$ cat src/rtl/exhaustive_vector_sequencer_pkg.sv
// exhaustive_vector_sequencer_pkg: sweep FSM states and MISR constants
package exhaustive_seq_pkg;
  typedef enum logic [2:0] {IDLE, APPLY, SETTLE, CAPTURE, EMIT, DONE} state_t;
  localparam int SIG_W = 16;
  localparam logic [SIG_W-1:0] MISR_POLY = 16'h1021;
endpackage

$ cat src/rtl/exhaustive_vector_sequencer_if.sv
// exhaustive_vector_sequencer_if: record stream handshake to the capture host
interface exhaustive_vector_sequencer_if #(parameter int N_IN = 8, parameter int N_OUT = 1);
  logic rec_valid;
  logic rec_ready;
  logic [N_IN-1:0] rec_vector;
  logic [N_OUT-1:0] rec_response;
  modport master(output rec_valid, rec_vector, rec_response, input rec_ready);
  modport slave(input rec_valid, rec_vector, rec_response, output rec_ready);
endinterface

$ cat src/rtl/exhaustive_vector_sequencer_misr16.sv
// misr16: 16-bit response signature register with clear and enable
module misr16
  import exhaustive_seq_pkg::*;
#(
  parameter int N_OUT = 1
) (
  input  logic             clk,
  input  logic             rst,
  input  logic             clr,
  input  logic             en,
  input  logic [N_OUT-1:0] din,
  output logic [SIG_W-1:0] sig
);
  always_ff @(posedge clk)
    if (rst || clr) sig <= '0;
    else if (en) sig <= {sig[SIG_W-2:0], 1'b0} ^ (sig[SIG_W-1] ? MISR_POLY : '0) ^ SIG_W'(din);
endmodule

$ cat src/rtl/exhaustive_vector_sequencer.sv
// exhaustive_vector_sequencer: drives every input vector, samples and streams responses
module exhaustive_vector_sequencer
  import exhaustive_seq_pkg::*;
#(
  parameter int N_IN          = 8,
  parameter int N_OUT         = 1,
  parameter int SETTLE_CYCLES = 1
) (
  input  logic                         CK,
  input  logic                         reset,
  input  logic                         start,
  input  logic                         abort,
  output logic [N_IN-1:0]              dut_in,
  input  logic [N_OUT-1:0]             dut_out,
  exhaustive_vector_sequencer_if.master rec,
  output logic                         busy,
  output logic                         done,
  output logic [SIG_W-1:0]             signature,
  output logic [N_IN:0]                vec_count
);
  if (SETTLE_CYCLES < 1 || SETTLE_CYCLES > 15) begin : g_settle_range
    $error("SETTLE_CYCLES must be within 1..15");
  end
  state_t state, state_n;
  logic [3:0] settle_cnt;
  logic idle_or_done, last, launch;
  assign idle_or_done = state == IDLE || state == DONE;
  assign last = &dut_in;
  assign launch = idle_or_done && start && !abort;
  assign busy = !idle_or_done;
  assign done = state == DONE;
  assign rec.rec_valid = state == EMIT;
  always_ff @(posedge CK) state <= reset ? IDLE : state_n;
  always_comb begin
    state_n = state;
    case (state)
      IDLE, DONE: if (start) state_n = APPLY;
      APPLY:      state_n = SETTLE;
      SETTLE:     if (settle_cnt == '0) state_n = CAPTURE;
      CAPTURE:    state_n = EMIT;
      EMIT:       if (rec.rec_ready) state_n = last ? DONE : APPLY;
      default:    state_n = IDLE;
    endcase
    if (abort) state_n = IDLE;
  end
  // dut_in doubles as the sweep vector register; it stops at all ones instead of wrapping
  always_ff @(posedge CK)
    if (reset) begin
      dut_in <= '0;
      settle_cnt <= '0;
      vec_count <= '0;
      rec.rec_vector <= '0;
      rec.rec_response <= '0;
    end else if (abort) dut_in <= '0;
    else begin
      if (launch) begin
        dut_in <= '0;
        vec_count <= '0;
      end
      if (state == APPLY) settle_cnt <= 4'(SETTLE_CYCLES - 1);
      else if (state == SETTLE && settle_cnt != '0) settle_cnt <= settle_cnt - 4'd1;
      if (state == CAPTURE) begin
        rec.rec_response <= dut_out;
        rec.rec_vector <= dut_in;
      end
      if (state == EMIT && rec.rec_ready) begin
        vec_count <= vec_count + (N_IN + 1)'(1);
        if (!last) dut_in <= dut_in + N_IN'(1);
      end
    end
  misr16 #(.N_OUT(N_OUT)) u_misr (
    .clk(CK),
    .rst(reset),
    .clr(launch),
    .en(state == CAPTURE && !abort),
    .din(dut_out),
    .sig(signature)
  );
endmodule

$ cat src/flat_wrapper.sv
// flat-port wrapper written by rule: the top's interface ports become plain ports
module exhaustive_vector_sequencer_flat import exhaustive_seq_pkg::*;
#(
  parameter int N_IN          = 8,
  parameter int N_OUT         = 1,
  parameter int SETTLE_CYCLES = 1
)
  (CK, reset, start, abort, dut_in, dut_out, busy, done, signature, vec_count, rec_rec_valid, rec_rec_vector, rec_rec_response, rec_rec_ready);
  exhaustive_vector_sequencer_if #(.N_IN(N_IN), .N_OUT(N_OUT)) rec_i ();
  input  logic CK;
  input  logic reset;
  input  logic start;
  input  logic abort;
  output logic [N_IN-1:0] dut_in;
  input  logic [N_OUT-1:0] dut_out;
  output logic busy;
  output logic done;
  output logic [SIG_W-1:0] signature;
  output logic [N_IN:0] vec_count;
  output wire logic [$bits(rec_i.rec_valid)-1:0] rec_rec_valid;
  output wire logic [$bits(rec_i.rec_vector)-1:0] rec_rec_vector;
  output wire logic [$bits(rec_i.rec_response)-1:0] rec_rec_response;
  input wire logic [$bits(rec_i.rec_ready)-1:0] rec_rec_ready;
  assign rec_rec_valid = rec_i.rec_valid;
  assign rec_rec_vector = rec_i.rec_vector;
  assign rec_rec_response = rec_i.rec_response;
  assign rec_i.rec_ready = rec_rec_ready;
  exhaustive_vector_sequencer #(.N_IN(N_IN), .N_OUT(N_OUT), .SETTLE_CYCLES(SETTLE_CYCLES)) u_core (.CK(CK), .reset(reset), .start(start), .abort(abort), .dut_in(dut_in), .dut_out(dut_out), .rec(rec_i), .busy(busy), .done(done), .signature(signature), .vec_count(vec_count));
endmodule
$ cat config.mk
export PLATFORM = sky130hd
export DESIGN_NAME = exhaustive_vector_sequencer_flat
export DESIGN_NICKNAME = d
export VERILOG_FILES = /design/src/rtl/exhaustive_vector_sequencer_pkg.sv /design/src/rtl/exhaustive_vector_sequencer_if.sv /design/src/rtl/exhaustive_vector_sequencer_misr16.sv /design/src/rtl/exhaustive_vector_sequencer.sv /design/src/flat_wrapper.sv
export SDC_FILE = /design/constraint.sdc
export NUM_CORES = 1
export LEC_CHECK = 0
export CAP_MARGIN = 25
export CORE_MARGIN = 8
export CORE_UTILIZATION = 47
export CTS_CLUSTER_DIAMETER = 120
export CTS_CLUSTER_SIZE = 20
export DETAILED_ROUTE_END_ITERATION = 6
export PLACE_DENSITY = 0.81
export SYNTH_ARGS = -nofsm -noshare
export SYNTH_HDL_FRONTEND = slang
export SYNTH_SLANG_ARGS = --single-unit
$ cat constraint.sdc
create_clock -name CK -period 2.2 [get_ports CK]
set_input_delay 0.44 -clock CK [delete_from_list [all_inputs] [get_ports CK]]
set_output_delay 0.44 -clock CK [all_outputs]
set_load 0.01 [all_outputs]
Word-level counts from Yosys, hierarchy flattened --
Index checks and enable logic that the tools add are counted.
Word-level totals: input port bits 6, output and inout bits 45, bits in registers 49, latch bits 0, RAM bits 0, memories kept 0, word-level logic and storage cells 55, ROM bits 0
Operators by class: equality and inequality tests 8, div/mod/pow operators 0, $lt $le $gt $ge 0, shifts and indexed selects 0, multiply operators 0, $add $sub $neg 3, muxes and demuxes 13, reductions and logical operators 21, bitwise operators 3
Operator list (number):
- $mux 8 | 3
- $mux 9 | 2
- $xor 16x1->16 | 1
- $xor 16x13->16 | 1
- $pmux 3 s5 | 1
- $mux 13 | 1
- $mux 3 | 4
- $add 9x1->9 const B | 1
- $add 8x1->8 const B | 1
- $mux 4 | 2
- $reduce_and 8->1 | 1
- $eq 3x2->1 const B | 2
- $eq 3x3->1 const B | 2
- $reduce_and 2->1 | 3
- $logic_and 1x1->1 | 5
- $logic_not 4->1 | 1
- $ne 2x1->1 const B | 2
- $reduce_bool 2->1 | 2
- $reduce_bool 4->1 | 1
- $reduce_or 2->1 | 2
- $sub 4x1->4 const B | 1
- $eq 3x1->1 const B | 1
- $logic_not 3->1 | 1
- $reduce_and 3->1 | 1
- 4 further kinds | 6

Depth between registers and ports, before layout --
word-level depth 7, gate-level depth with buffers 6

Cells and area by module --
From an unflattened synthesis, not the netlist that was laid out.
Second synthesis, totals: cells, all modules 262, area, all modules 2301.0 µm²
Modules (own cells, without submodules):
- exhaustive_vector_sequencer | instances 1, area each 1685.4 µm², seq. area each 660.6 µm², cells an instance 206
- misr16 | instances 1, area each 615.6 µm², seq. area each 320.3 µm², cells an instance 56

Least setup slack after synthesis --
Ideal clock, no wire load.
path type register -> register, start register u_core.dut_in[0], end register u_core.dut_in[7], setup time 120 ps, path slack 544 ps, period minus slack after synthesis 1656 ps, arrival time 1536 ps, required time 2080 ps, cell stages (with the launch flop) 6, path through dfxtp_1 > ha_1 > nand3_1 > o211a_1 > and3_1 > a211o_1
On the way: longest elaborated chain between the ends 3
Ends and longest elaborated chain:
- start, declared | line exhaustive_vector_sequencer.sv:13 | output logic [N_IN-1:0] dut_in,
- start signal, assigned | line exhaustive_vector_sequencer.sv:68 | if (!last) dut_in <= dut_in + N_IN'(1);
- $add 8x1->8 or $reduce_and 8->1 (tied branches) | line exhaustive_vector_sequencer.sv:68, exhaustive_vector_sequencer.sv:28
- $mux 8 * | line exhaustive_vector_sequencer.sv:68
- $mux 8 * | line exhaustive_vector_sequencer.sv:66 | if (state == EMIT && rec.rec_ready) begin
Every way passes the cells marked *; elsewhere a longest branch is shown, timed or not. A chain may end at the register's enable or synchronous reset.

Final worst setup path --
start register u_core.state[1], end output rec_rec_valid
On the way: longest elaborated chain between the ends 1
Ends and longest elaborated chain:
- start, declared | line exhaustive_vector_sequencer.sv:24 | state_t state, state_n;
- start signal, assigned | line exhaustive_vector_sequencer.sv:33 | always_ff @(posedge CK) state <= reset ? IDLE : state_n;
- $eq 3x3->1 | line exhaustive_vector_sequencer.sv:32 | assign rec.rec_valid = state == EMIT;
- end, declared | line flat_wrapper.sv:20 | output wire logic [$bits(rec_i.rec_valid)-1:0] rec_rec_valid;
No other way between the ends.

==> reports/metrics.csv <==
metric,value,unit
status,completed,
leading area contributor after synthesis,dfxtp_1,
diode count,0,
largest net degree at the start of global routing,29,
Final min period,2060,ps
max_cap viols,0,
HPWL after DPL,4150,µm
Routed WL per cell,15.0,µm
Avg Inst Size Synth,8.40,µm²
Final ANT Viol Nets,0,
period utilisation layout,93.6,%
die height,85.7,µm
CTS Buffer Depth,2,
"Seq/Total Area, Yosys",43.0,%
crit path DAT,1620,ps
Clock Sinks,49,
hold depth,2,
grt ovf,0,
Synth Warn #,0,
Top Ports,51,
routability cong.,0.891,
CTS Buf Count,5,
core area,0.00469,mm²
Tightest Hold Check Type,flip-flop to flip-flop,
Post-DP Area,0.00286,mm²
final core utilization,63.4,%
r2r worst-path depth,5,
Fin Hold WS,459,ps
drt via density,5.63,
ys flop type,dfxtp_1,
Post-synth ARST share,0,%
area fraction of the dominant cell type after synthesis,43.0,%
clk root buf,clkbuf_8,
Slew HR,75.4,%
# setup viols final,0,
H-tree Lvls,2,
Max Slew Vio Count,0,
worst clock skew,3.37,ps
Setup TNS Final,0,ps
initial antenna violation count,0,
post-synthesis cell type count,50,
Max VDD drop,332,µV
Fmax,0.486,GHz
Remaining DRCs,0,
filler cell count,406,
CTS tree,done,
DIE AREA,0.00734,mm²
Post-Synthesis Net Count,282,
Crit Path Max Fanout,13,
Die X,85.7,µm
Layout area overhead,30.3,%
WS Path Type,flip-flop to output port,
vias in the first global route,2113,
CTS Hold Bufs,0,
fin worst setup slack,141,ps
nets,334,
Initial DRC Count,117,
Worst-path clk slew,80,ps
layout cells sized above 1,9.85,%
pwr/cell area,543,mW/mm²
Area contributors post-synth,"dfxtp_1 (43%), nand2_1 (8.5%), a21oi_1 (5.9%)",
clock latency on the worst-skew pair,310,ps
first-pass GRT wire length,9740,µm
"most common cell after layout, fill and taps aside",nand2_1,
"commonest cells after routing, fill and taps aside","nand2_1 (52), clkdlybuf4s50_1 (50), dfxtp_1 (47), a21oi_1 (27), nor2_1 (26)",
Post-Route WL,5670,µm
Vias,2134,
num rows,25,
RSZ-0062 raised after global routing,false,
P_leak,1.02,nW
Placement Setup Slack,156,ps
CP endpoint kind,output port,
synthesized area,0.00228,mm²
IO buf count,50,
First-pass DRT Iterations,4,
Crit path required time,1760,ps
Synth Instances,272,
Initial Util,48.7,%
gr usage total,16.2,%
Critical Path Source Type,flip-flop,
fin area,0.00298,mm²
final hold vios,0,
Post-synth EDFFs,0,
synthesized flop and latch total,49,
Final Instance Count excl. Fillers,379,
Slew @ Worst Pin,363,ps
overall power,1.61,mW
cell total after placement,371,
[cells in the mapped netlist (2+ instances only)]
| cell | count |
|---|---|
| o21ai_0 | 4 |
| a211oi_1 | 3 |
| o31ai_1 | 5 |
| o211ai_1 | 3 |
| and3_1 | 7 |
| a31oi_1 | 3 |
| clkbuf_1 | 7 |
| nor2_1 | 26 |
| nand4_1 | 5 |
| mux2_2 | 4 |
| nand3_1 | 6 |
| buf_4 | 3 |
| or3_1 | 2 |
| nor3_1 | 6 |
| ha_1 | 4 |
| nand2_1 | 52 |
| buf_2 | 5 |
| a22oi_1 | 3 |
| xnor2_1 | 8 |
| a211o_1 | 2 |
| mux2i_1 | 4 |
| a21oi_1 | 27 |
| nand3b_1 | 2 |
| dfxtp_1 | 49 |
| inv_1 | 6 |
| nand2b_1 | 2 |
[critical path, cell delays in order (launching register included)]
cell and delay, ps:
dfxtp_2 410, nand2b_1 210, nor2_1 140, clkdlybuf4s50_1 560
[kinds of logic (layout without fill, tap and decap cells)]
| kind of cell | Yosys count | after routing | share of synthesized area [%] |
|---|---|---|---|
| AND/OR/NAND/NOR | 121 | 121 | 26.4 |
| AO/OA/AOI/OAI | 60 | 60 | 17.0 |
| flip-flops | 49 | 49 | 43.0 |
| buffers and inverters | 22 | 75 | 4.71 |
| XOR/XNOR | 8 | 8 | 3.07 |
| multiplexers | 8 | 8 | 3.73 |
| adder cells (fa/ha/maj) | 4 | 4 | 2.19 |
[report_power, final]
| group | leakage (nW) | total [mW] | switching, mW | internal (mW) |
|---|---|---|---|---|
| combinational | 0.569 | 0.0783 | 0.0455 | 0.0327 |
| clock | 0.0554 | 0.645 | 0.303 | 0.341 |
| sequential | 0.396 | 0.892 | 0.00407 | 0.888 |
| total | 1.02 | 1.61 | 0.353 | 1.26 |
[flip-flops by register name, summed over array words and instances (netlist names)]
name / count
u_core.vec_count: 9
u_core.rec.rec_response: 1
u_core.rec.rec_vector: 8
u_core.u_misr.sig: 16
u_core.settle_cnt: 4
u_core.state: 3
u_core.dut_in: 8
[per-layer routing]
layer / GRT usage, % / up-vias / part of all wire (%)
met5: 0 / - / 0
met4: 6.85 / 0 / 1.4
met2: 26.8 / 57 / 47
met3: 4.68 / 6 / 6.2
li1: - / 1059 / -
met1: 19.0 / 1012 / 45
[timing repair]
item | CTS | global route
buffers inserted | 0 | 0
resized for setup | 1 | 1
endpoints found under the setup margin | 1 | 2
[cell type report]
| class | count | area (µm²) | area share (%) |
|---|---|---|---|
| Clock buffer | 6 | 72.6 | 2.44 |
| Clock inverter | 2 | 38.8 | 1.30 |
| Inverter | 6 | 22.5 | 0.757 |
| Multi-Input combinational cell | 201 | 1190 | 40.2 |
| Sequential cell | 49 | 983 | 33.1 |
| Tap cell | 54 | 67.6 | 2.27 |
| Timing Repair Buffer | 61 | 596 | 20.0 |
[path summary, 6_finish.rpt]
check / startpoint / end / slack [ps]
min reg2reg: u_core.rec.rec_vector[7] / u_core.rec.rec_vector[7] / 460
max: u_core.state[1] / rec_rec_valid / 140
min: u_core.rec.rec_vector[7] / u_core.rec.rec_vector[7] / 460
max reg2reg: u_core.dut_in[0] / u_core.dut_in[7] / 350
Note: power is estimated with default switching activity, not from simulation.
